File: config.mk
export PLATFORM = sky130hd
export DESIGN_NAME = csa_serial_add_ctrl
export DESIGN_NICKNAME = d
export VERILOG_FILES = /design/src/rtl/csa_serial_add_ctrl_pkg.sv /design/src/rtl/csa_serial_add_ctrl_csa4_slice.sv /design/src/rtl/csa_serial_add_ctrl.sv
export SDC_FILE = /design/constraint.sdc
export NUM_CORES = 1
export LEC_CHECK = 0
export ABC_AREA = 1
export CORE_MARGIN = 3
export CORE_UTILIZATION = 50
export DETAILED_ROUTE_END_ITERATION = 8
export PLACE_DENSITY = 0.8
export SYNTH_ARGS = -nofsm -noshare
export SYNTH_HDL_FRONTEND = slang
export SYNTH_SLANG_ARGS = --single-unit
File: constraint.sdc
create_clock -name clk -period 2.9 [get_ports clk]
set_clock_uncertainty 0.15 [all_clocks]
set_input_delay 0.58 -clock clk [delete_from_list [all_inputs] [get_ports clk]]
set_output_delay 0.58 -clock clk [all_outputs]
set_load 0.02 [all_outputs]
File: src/rtl/csa_serial_add_ctrl_pkg.sv
// Shared definitions for the nibble-serial carry-select adder controller:
// FSM state encoding and the width of the time-shared adder slice.
package csa_serial_add_ctrl_pkg;

    // Width of the shared adder slice in bits.
    localparam int NIB = 4;

    // Controller states.
    typedef enum logic [1:0] {
        IDLE = 2'd0,
        RUN  = 2'd1,
        DONE = 2'd2
    } state_t;

    // Counter width for an index that must count 0..count-1, never below 1 bit.
    function automatic int idx_width(input int count);
        return (count > 1) ? $clog2(count) : 1;
    endfunction

endpackage

File: src/rtl/csa_serial_add_ctrl_csa4_slice.sv
// Purely combinational 4-bit carry-select adder slice. Two ripple adders
// precompute the sum for carry-in 0 and 1; the real carry-in picks one.
// The carry into bit 3 is exported so the caller can derive signed overflow.
module csa4_slice
    import csa_serial_add_ctrl_pkg::*;
(
    input  logic [NIB-1:0] a,
    input  logic [NIB-1:0] b,
    input  logic           cin,
    output logic [NIB-1:0] s,
    output logic           cout,
    output logic           c3
);

    logic [NIB:0]   carry0;
    logic [NIB:0]   carry1;
    logic [NIB-1:0] sum0;
    logic [NIB-1:0] sum1;

    // Ripple adder assuming carry-in 0.
    always_comb begin
        carry0[0] = 1'b0;
        for (int i = 0; i < NIB; i++) begin
            sum0[i]     = a[i] ^ b[i] ^ carry0[i];
            carry0[i+1] = (a[i] & b[i]) | (a[i] & carry0[i]) | (b[i] & carry0[i]);
        end
    end

    // Ripple adder assuming carry-in 1.
    always_comb begin
        carry1[0] = 1'b1;
        for (int i = 0; i < NIB; i++) begin
            sum1[i]     = a[i] ^ b[i] ^ carry1[i];
            carry1[i+1] = (a[i] & b[i]) | (a[i] & carry1[i]) | (b[i] & carry1[i]);
        end
    end

    // Carry-select muxes: the late-arriving carry-in only drives select lines.
    always_comb begin
        s    = cin ? sum1 : sum0;
        cout = cin ? carry1[NIB] : carry0[NIB];
        c3   = cin ? carry1[NIB-1] : carry0[NIB-1];
    end

endmodule

File: src/rtl/csa_serial_add_ctrl.sv
// Multi-cycle WIDTH-bit adder that time-shares one 4-bit carry-select slice,
// least-significant nibble first, with the carry chained through a flop.
// Valid/ready on both operand and result sides; the result is held in DONE
// until the consumer takes it.
module csa_serial_add_ctrl
    import csa_serial_add_ctrl_pkg::*;
#(
    parameter int WIDTH   = 16,
    parameter int NIBBLES = WIDTH / 4
) (
    input  logic             clk,
    input  logic             rst,
    input  logic             in_valid,
    output logic             in_ready,
    input  logic [WIDTH-1:0] a,
    input  logic [WIDTH-1:0] b,
    input  logic             cin,
    output logic             out_valid,
    input  logic             out_ready,
    output logic [WIDTH-1:0] s,
    output logic             c,
    output logic             ovf,
    output logic             busy
);

    localparam int IDX_W = idx_width(NIBBLES);
    localparam logic [IDX_W-1:0] LAST_IDX = IDX_W'(NIBBLES - 1);

    state_t           state;
    state_t           state_next;

    logic [WIDTH-1:0] a_q;
    logic [WIDTH-1:0] b_q;
    logic [WIDTH-1:0] s_q;
    logic             carry_q;
    logic             c_q;
    logic             ovf_q;
    logic [IDX_W-1:0] idx;

    logic             accept;
    logic             last_nib;
    logic [NIB-1:0]   nib_a;
    logic [NIB-1:0]   nib_b;
    logic [NIB-1:0]   slice_s;
    logic             slice_cout;
    logic             slice_c3;

    // Select the current nibble of each operand for the shared slice.
    always_comb begin
        nib_a = a_q[NIB*int'(idx) +: NIB];
        nib_b = b_q[NIB*int'(idx) +: NIB];
    end

    csa4_slice u_slice (
        .a    (nib_a),
        .b    (nib_b),
        .cin  (carry_q),
        .s    (slice_s),
        .cout (slice_cout),
        .c3   (slice_c3)
    );

    // State register; reset has priority over any request on the same edge.
    always_ff @(posedge clk) begin
        // NOTE: sequential state uses non-blocking assignments so every flop
        // samples pre-edge values regardless of block ordering.
        if (rst) begin
            state <= IDLE;
        end else begin
            state <= state_next;
        end
    end

    // Next-state logic and handshake outputs decoded from the current state.
    always_comb begin
        // NOTE: every output gets a default first so no path leaves a latch.
        state_next = state;
        in_ready   = 1'b0;
        out_valid  = 1'b0;
        busy       = 1'b0;
        accept     = 1'b0;
        last_nib   = (idx == LAST_IDX);
        case (state)
            IDLE: begin
                in_ready = 1'b1;
                if (in_valid) begin
                    accept     = 1'b1;
                    state_next = RUN;
                end
            end
            RUN: begin
                busy = 1'b1;
                if (last_nib) begin
                    state_next = DONE;
                end
            end
            DONE: begin
                busy      = 1'b1;
                out_valid = 1'b1;
                if (out_ready) begin
                    state_next = IDLE;
                end
            end
            default: begin
                state_next = IDLE;
            end
        endcase
    end

    // Operand capture on the accept edge; later operand changes are ignored.
    always_ff @(posedge clk) begin
        // NOTE: operand flops carry no reset; they are always loaded on accept
        // before anything reads them.
        if (accept && !rst) begin
            a_q <= a;
            b_q <= b;
        end
    end

    // Nibble sequencing: accumulate sum, chain carry, latch flags on the last pass.
    always_ff @(posedge clk) begin
        if (rst) begin
            s_q     <= '0;
            c_q     <= 1'b0;
            ovf_q   <= 1'b0;
            carry_q <= 1'b0;
            idx     <= '0;
        end else if (accept) begin
            s_q     <= '0;
            carry_q <= cin;
            idx     <= '0;
        end else if (state == RUN) begin
            s_q[NIB*int'(idx) +: NIB] <= slice_s;
            carry_q                   <= slice_cout;
            if (last_nib) begin
                // Signed overflow: carry into the MSB differs from carry out.
                c_q   <= slice_cout;
                ovf_q <= slice_c3 ^ slice_cout;
            end else begin
                idx <= idx + IDX_W'(1);
            end
        end
    end

    assign s   = s_q;
    assign c   = c_q;
    assign ovf = ovf_q;

endmodule

==> implementation parameters, run 1 <==
Parameter                              Value

Logic synthesis
  Top-area cell type share of the netlist area ... a little under two fifths
  Top post-synthesis cells by area ... sky130_fd_sc_hd__edfxtp_1 38%, sky130_fd_sc_hd__dfxtp_1 18%, sky130_fd_sc_hd__nand2_1 11%, sky130_fd_sc_hd__ha_1 7.0%, sky130_fd_sc_hd__a21oi_1 5.2%
  Main synth FF type ... sky130_fd_sc_hd__edfxtp_1
  Number of synthesized flops with an enable pin ... 32
  Net count after synthesis ... 317
  Synthesized area divided by synthesized cell count ... 9.43 µm²
  Post-synthesis cell type with the largest combined area ... sky130_fd_sc_hd__edfxtp_1
  Part of the Yosys area used for sequential elements ... a little under three fifths
  Total of flip-flops plus latches after synthesis ... 55
  Number of synthesis warnings ... 0
  Top cell types by occurrence after synthesis ... 72 x sky130_fd_sc_hd__nand2_1, 32 x sky130_fd_sc_hd__edfxtp_1, 26 x sky130_fd_sc_hd__a21oi_1
  Count of cell types in the netlist ... 29
  Top-count cell post-synth ... sky130_fd_sc_hd__nand2_1
  Proportion of synthesized flip-flops having asynchronous set or reset ... 0%
  Post-Synthesis Cell Area ... roughly 2500 µm²
  Cell count after synthesis ... 266

CTS
  Clock latency at the later pin of the worst-skew pair ... approximately 0.30 ns
  Maximum level of the CTS H-tree ... 2
  Clock buffer count from CTS ... 5
  Clock slew at the register clock pins of the worst setup and hold paths ... roughly 0.090 ns
  Maximum clock insertion buffer count ... 2
  Root Buffer ... sky130_fd_sc_hd__clkbuf_8
  # resized after CTS ... 0
  Post-CTS setup buffer count ... 0
  CTS Hold Bufs ... 0
  Clk sink count ... 55
  Clock tree from TritonCTS ... built

Drt
  Violation count after the first detailed-routing iteration ... 106
  Avg Vias per Cell ... ~5.0
  Total number of vias ... 1978
  Number of detailed-routing iterations run before antenna repair ... 4
  Antenna-violating nets left ... 0
  DRC violations left ... 0
  Routed len/inst ... 12.4 µm
  Total wire length ... 4890 µm

Global route
  GRT Residual Overflow ... 0
  Pin count of the biggest net entering global routing ... 33
  Total track usage ... 17.1%
  Antenna violations before repair ... 0
  Vias in the first global route ... 1886
  Global-route wire length before repair ... 8190 µm

Final layout
  Register area ... roughly 1400 µm²
  Layout cell share with drive strength beyond 1 ... 6.40%
  Area occupied by multi-input gates ... about 940 µm²
  Antenna fix cells ... 0
  Util after Layout ... 68.0%
  Post-route design area ... about 3300 µm²
  Area Growth Syn to Fin ... 29.7%
  Number of nets in the layout ... 378
  # fillers ... approximately 390

Placement
  Pre-CTS worst setup slack ... 0.525 ns
  Detailed-placement wirelength estimate ... about 3700 µm
  Total cell area at the placement stage ... 3150 µm²
  # port buffers ... 57
  Routability Congestion ... 0.859

Run status
  Run status ... complete, no violations

Floorplanning
  Horizontal extent of the die ... 76.8 µm
  Initial Util ... between 50 and 60%
  Die area ... 5900 µm²
  I/O pin cnt ... 58
  Number of core rows ... 25
  Floorplan die height ... between 70 and 80 µm
  Core Region ... 4790 µm²

Critical path
  Kind of cell adding the most delay to the critical path ... simple AND/OR/NAND/NOR gates
  Critical path endpoint category ... flip-flop
  Type of origin of the critical path ... flip-flop
  Crit path cell chain ... inv_2, a32oi_1, inv_1, ha_1, inv_1, nand3_1, nand3_1, nand2_1, nand2_2, nand2_2, nand2_1, nand2_2, nand4_1, a21oi_1
  Number of buffer and inverter stages on the critical path ... 3
  Worst-path cell with the longest stage delay ... sky130_fd_sc_hd__dfxtp_1
  Largest stage delay, worst path ... between 0.5 and 0.6 ns
  Peak fanout along the critical path ... 14
  Most used cell, CP ... sky130_fd_sc_hd__nand2_2
  Required time at the worst-slack endpoint ... 2.91 ns
  Critical path class ... flip-flop to flip-flop
  Critical Path AT ... roughly 2.4 ns

Timing
  Number of hold violations in the final report ... 0
  Worst slew margin relative to its limit ... 60.3%
  Setup violators final ... 0
  Setup repair after global routing missed its margin ... false
  Max-slew violation count ... 0
  Sum of negative setup slack ... 0 ns
  Final Cycle Share ... 83.6%
  Final worst setup slack ... between 0.4 and 0.5 ns
  Max Clock Freq ... slightly above 400 MHz
  Least-Margin Pin Slew ... 0.591 ns
  Tmin final ... 2.42 ns

Hold path
  Tightest Hold Check Type ... flip-flop to flip-flop

Pwr
  Power density relative to cell area ... just over 800 nW/µm²
  Static Leakage ... 1.25 nW
  Maximum vdd drop ... 0.354 mV
  Total power ... 2.67 mW

Run
  Max-cap violations ... 0
-- metal layers --
layer,vias up,GRT usage (%),part of all wire (%)
met2,54,29.7,50
met4,0,5.62,1.6
li1,1019,-,-
met5,-,0,0
met1,897,20.6,44
met3,8,4.23,5.0
-- power by group --
part / internal (mW) / switching, mW / leakage (nW) / total, mW
logic: 0.447 / 0.776 / 0.710 / 1.22
clock network: 0.227 / 0.228 / 0.0536 / 0.455
registers: 0.936 / 0.0529 / 0.482 / 0.988
-- state kept, by name (all words and copies together) (netlist names) --
| register | flops |
|---|---|
| carry_q | 1 |
| s | 16 |
| c | 1 |
| a_q | 16 |
| b_q | 16 |
| idx | 2 |
| state | 2 |
| ovf | 1 |
-- cell families after synthesis --
| logic type | Yosys count | share of synthesized area (%) |
|---|---|---|
| buf+inv | 34 | 5.79 |
| flops | 55 | 56.7 |
| compound gates | 40 | 9.28 |
| fa+ha+maj | 14 | 6.98 |
| xor+xnor | 2 | 0.698 |
| simple gates | 121 | 20.6 |
-- per-stage QoR --
step / hold WS (ns) / cells
after floorplan: 0.328 / 266
after global placement: 0.302 / 387
after detailed placement: 0.305 / 387
after CTS: 0.319 / 395
after global routing: 0.338 / 395
final: 0.316 / 395
-- layout make-up --
type,instances,share of cell area [%]
multi-input cells,177,29.0
clock buffers,8,3.15
well taps,67,2.58
repair buffers,61,18.5
flip-flops and latches,55,43.7
inverters,27,3.11
-- worst paths after layout --
path / start / endpoint / slack (ns) / depth (start not counted)
worst min register to register: s[1]$_SDFFE_PP0P_ / s[1]$_SDFFE_PP0P_ / 0.32 / 2
worst max-delay path: idx[1]$_SDFFE_PP0P_ / s[15]$_SDFFE_PP0P_ / 0.48 / 14
worst max register to register: idx[1]$_SDFFE_PP0P_ / s[15]$_SDFFE_PP0P_ / 0.48 / 14
worst min-delay path: s[1]$_SDFFE_PP0P_ / s[1]$_SDFFE_PP0P_ / 0.32 / 2
-- layout by cell type, fill, tap and decap left out, types with 4 or more instances in the layout --
master / n
sky130_fd_sc_hd__clkbuf_8: 5
sky130_fd_sc_hd__ha_1: 14
sky130_fd_sc_hd__inv_1: 23
sky130_fd_sc_hd__dfxtp_1: 23
sky130_fd_sc_hd__nand4_1: 6
sky130_fd_sc_hd__nor2_1: 11
sky130_fd_sc_hd__o21ai_0: 4
sky130_fd_sc_hd__nand2_1: 72
sky130_fd_sc_hd__a21oi_1: 26
sky130_fd_sc_hd__clkdlybuf4s50_1: 57
sky130_fd_sc_hd__edfxtp_1: 32
sky130_fd_sc_hd__nand2_2: 4
sky130_fd_sc_hd__buf_4: 4
sky130_fd_sc_hd__nand3_1: 22
-- worst reg2reg max path, cell delays in order (launching register included) --
cell and delay (ns):
sky130_fd_sc_hd__dfxtp_1 0.55, sky130_fd_sc_hd__inv_2 0.22, sky130_fd_sc_hd__a32oi_1 0.31, sky130_fd_sc_hd__inv_1 0.07
sky130_fd_sc_hd__ha_1 0.21, sky130_fd_sc_hd__inv_1 0.07, sky130_fd_sc_hd__nand3_1 0.10, sky130_fd_sc_hd__nand3_1 0.10
sky130_fd_sc_hd__nand2_1 0.06, sky130_fd_sc_hd__nand2_2 0.08, sky130_fd_sc_hd__nand2_2 0.08, sky130_fd_sc_hd__nand2_1 0.08
sky130_fd_sc_hd__nand2_2 0.08, sky130_fd_sc_hd__nand4_1 0.08, sky130_fd_sc_hd__a21oi_1 0.07
No activity file was read; power rests on OpenSTA's default activity.
==> inputs of run 2 (changes only) <==
- clock period: 2.9 -> 2.5 ns (I/O delays scaled with it)
==> run 2 against run 1 <==
Compared with the run above:
- total power rose by 21%
- die area is the same
- sequential power grew 16%
- final area grew 1.7%
- sequential share of layout area is 0.74 points lower
- first-iteration DRC count up 30%
- count of clock-buffer cells in the layout fell by 2
- via count rose by 2.2%
- combinational power is 19% higher
==> implementation parameters, run 2 (synthesis gave the netlist of run 1 again) <==
Parameter                              Value

Pwr
  Static Leakage ... 1.27 nW
  Logic gate share of total power ... 45.1%
  Power share of the clock group ... 19.3%
  Psw ... around 1.3 mW
  Cell Int Power ... 1.96 mW
  Power density relative to cell area ... 973 nW/µm²
  Sequential Power Share ... 35.6%
  Maximum vdd drop ... 0.434 mV
  Total power ... 3.22 mW
  Switching Fraction ... 39.3%

Timing
  Least-Margin Pin Slew ... 0.550 ns
  Sum of negative setup slack ... 0 ns
  Setup repair after global routing missed its margin ... false
  Worst slew margin relative to its limit ... a little over three fifths
  Number of hold violations in the final report ... 0
  Final Cycle Share ... 90.0%
  Max-slew violation count ... 0
  Setup violators final ... 0
  Max Clock Freq ... approximately 440 MHz
  Tmin final ... 2.25 ns

Final layout
  Number of nets in the layout ... 380
  Commonest non-fill, non-tap cell in the layout ... sky130_fd_sc_hd__nand2_1
  Layout cell share with drive strength beyond 1 ... ~7.6%
  Area Growth Syn to Fin ... 32.0%
  Antenna fix cells ... 0
  Top library cells by usage in the layout, fill and taps aside ... 72 x sky130_fd_sc_hd__nand2_1, 57 x sky130_fd_sc_hd__clkdlybuf4s50_1, 32 x sky130_fd_sc_hd__edfxtp_1, 26 x sky130_fd_sc_hd__a21oi_1

Critical path
  Critical path class ... flip-flop to primary output
  Required time at the worst-slack endpoint ... 1.85 ns
  Crit path cell chain ... inv_1, ha_1, clkdlybuf4s50_1
  Worst-path cell with the longest stage delay ... sky130_fd_sc_hd__clkdlybuf4s50_1
  Type of origin of the critical path ... flip-flop
  Critical path endpoint category ... primary output
  Critical Path AT ... approximately 1.6 ns
  Largest stage delay, worst path ... 0.59 ns
  Peak fanout along the critical path ... 3

Global route
  GRT Residual Overflow ... 0
  Global-route wire length before repair ... 8650 µm
  Vias in the first global route ... 1905
  Antenna violations before repair ... 0
  Pin count of the biggest net entering global routing ... 33
  Total track usage ... 18.4%

Drt
  Total number of vias ... 2022
  Violation count after the first detailed-routing iteration ... around 140
  Antenna-violating nets left ... 0
  Avg Vias per Cell ... 5.09
  DRC violations left ... 0
  Number of detailed-routing iterations run before antenna repair ... 4
  Total wire length ... 5120 µm
  Routed len/inst ... 12.9 µm

Placement
  Detailed-placement wirelength estimate ... between 3000 and 4000 µm
  # port buffers ... 57
  Routability Congestion ... 0.870

Floorplanning
  Die area ... 5900 µm²
  Horizontal extent of the die ... 76.8 µm
  Number of core rows ... 25
  Core Region ... 4790 µm²
  Initial Util ... a little over half
  Floorplan die height ... a little under 80 µm
  I/O pin cnt ... 58

CTS
  Maximum clock insertion buffer count ... 2
  Clock latency at the later pin of the worst-skew pair ... 0.31 ns
  Clock buffer count from CTS ... 5
  Clock slew at the register clock pins of the worst setup and hold paths ... 0.10 ns
  Clock tree from TritonCTS ... built
  Clk sink count ... 55
  Root Buffer ... sky130_fd_sc_hd__clkbuf_8
  Maximum level of the CTS H-tree ... 2

Run status
  Run status ... complete, no violations

Run
  Max-cap violations ... 0

Hold path
  Tightest Hold Check Type ... flip-flop to flip-flop
run 2: cell count changes in the layout (fill, tap and decap cells not counted), sizes merged:
cell / delta
buf: +2
clkbuf: -2
bufinv: +1
inv: +1
run 2: metrics by stage:
stage / cell area [µm²] / hold WS, ns / worst slack, ns / instances / util, %
after global routing: 3310 / 0.341 / 0.0325 / 397 / 69.2
final: 3310 / 0.319 / 0.250 / 397 / 69.2
after detailed placement: 3180 / 0.305 / 0.216 / 389 / 66.4
after floorplan: 2510 / 0.328 / 0.151 / 266 / -
after global placement: 3180 / 0.303 / 0.308 / 389 / 66.4
after CTS: 3300 / 0.320 / 0.191 / 397 / 69.0
run 2: power groups by stage:
stage	Clock (mW)	Sequential [mW]	Combinational (mW)
final	0.622	1.15	1.45
after global routing	0.673	1.16	1.65
after CTS	0.628	1.14	1.45
after detailed placement	0	1.17	1.43
after global placement	0	1.16	1.41
after floorplan	0	1.18	1.02
run 2: final cells by class:
| class | instances | area [µm²] |
|---|---|---|
| fill | 376 | 1480 |
| sequential | 55 | 1420 |
| multi-input combinational | 177 | 952 |
| timing repair buffer | 63 | 628 |
| inverter | 27 | 104 |
| tap | 67 | 83.8 |
| clock buffer | 6 | 82.6 |
| clock inverter | 2 | 38.8 |
run 2: layer usage:
layer	vias up	part of all wire, %	global-route usage (%)
li1	1023	-	-
met1	931	43	23.0
met2	62	49	31.1
met3	6	6.5	4.69
met4	0	1.5	6.16
met5	-	0	0
run 2: final timing paths:
| kind | start | end | slack (ns) | cells past startpoint |
|---|---|---|---|---|
| worst max-delay path | state[1]$_SDFFE_PP0P_ | busy | 0.25 | 3 |
| worst min-delay path | s[9]$_SDFFE_PP0P_ | s[9]$_SDFFE_PP0P_ | 0.32 | 2 |
| worst max register to register | idx[0]$_SDFFE_PP0P_ | carry_q$_SDFFE_PP0P_ | 0.27 | 14 |
| worst min register to register | s[9]$_SDFFE_PP0P_ | s[9]$_SDFFE_PP0P_ | 0.32 | 2 |
run 2: critical path, delay by kind of cell, from the launching register on:
family | cells | cell delay (ns)
fa+ha+maj | 1 | 0.27
buf+inv | 2 | 0.66
flops | 1 | 0.37
run 2: timing repair:
item                                    in CTS  in global routing
gates resized for setup                      0                  2
hold buffers                                 0                  0
endpoints found under the setup margin       0                 10
buffers inserted                             0                  0
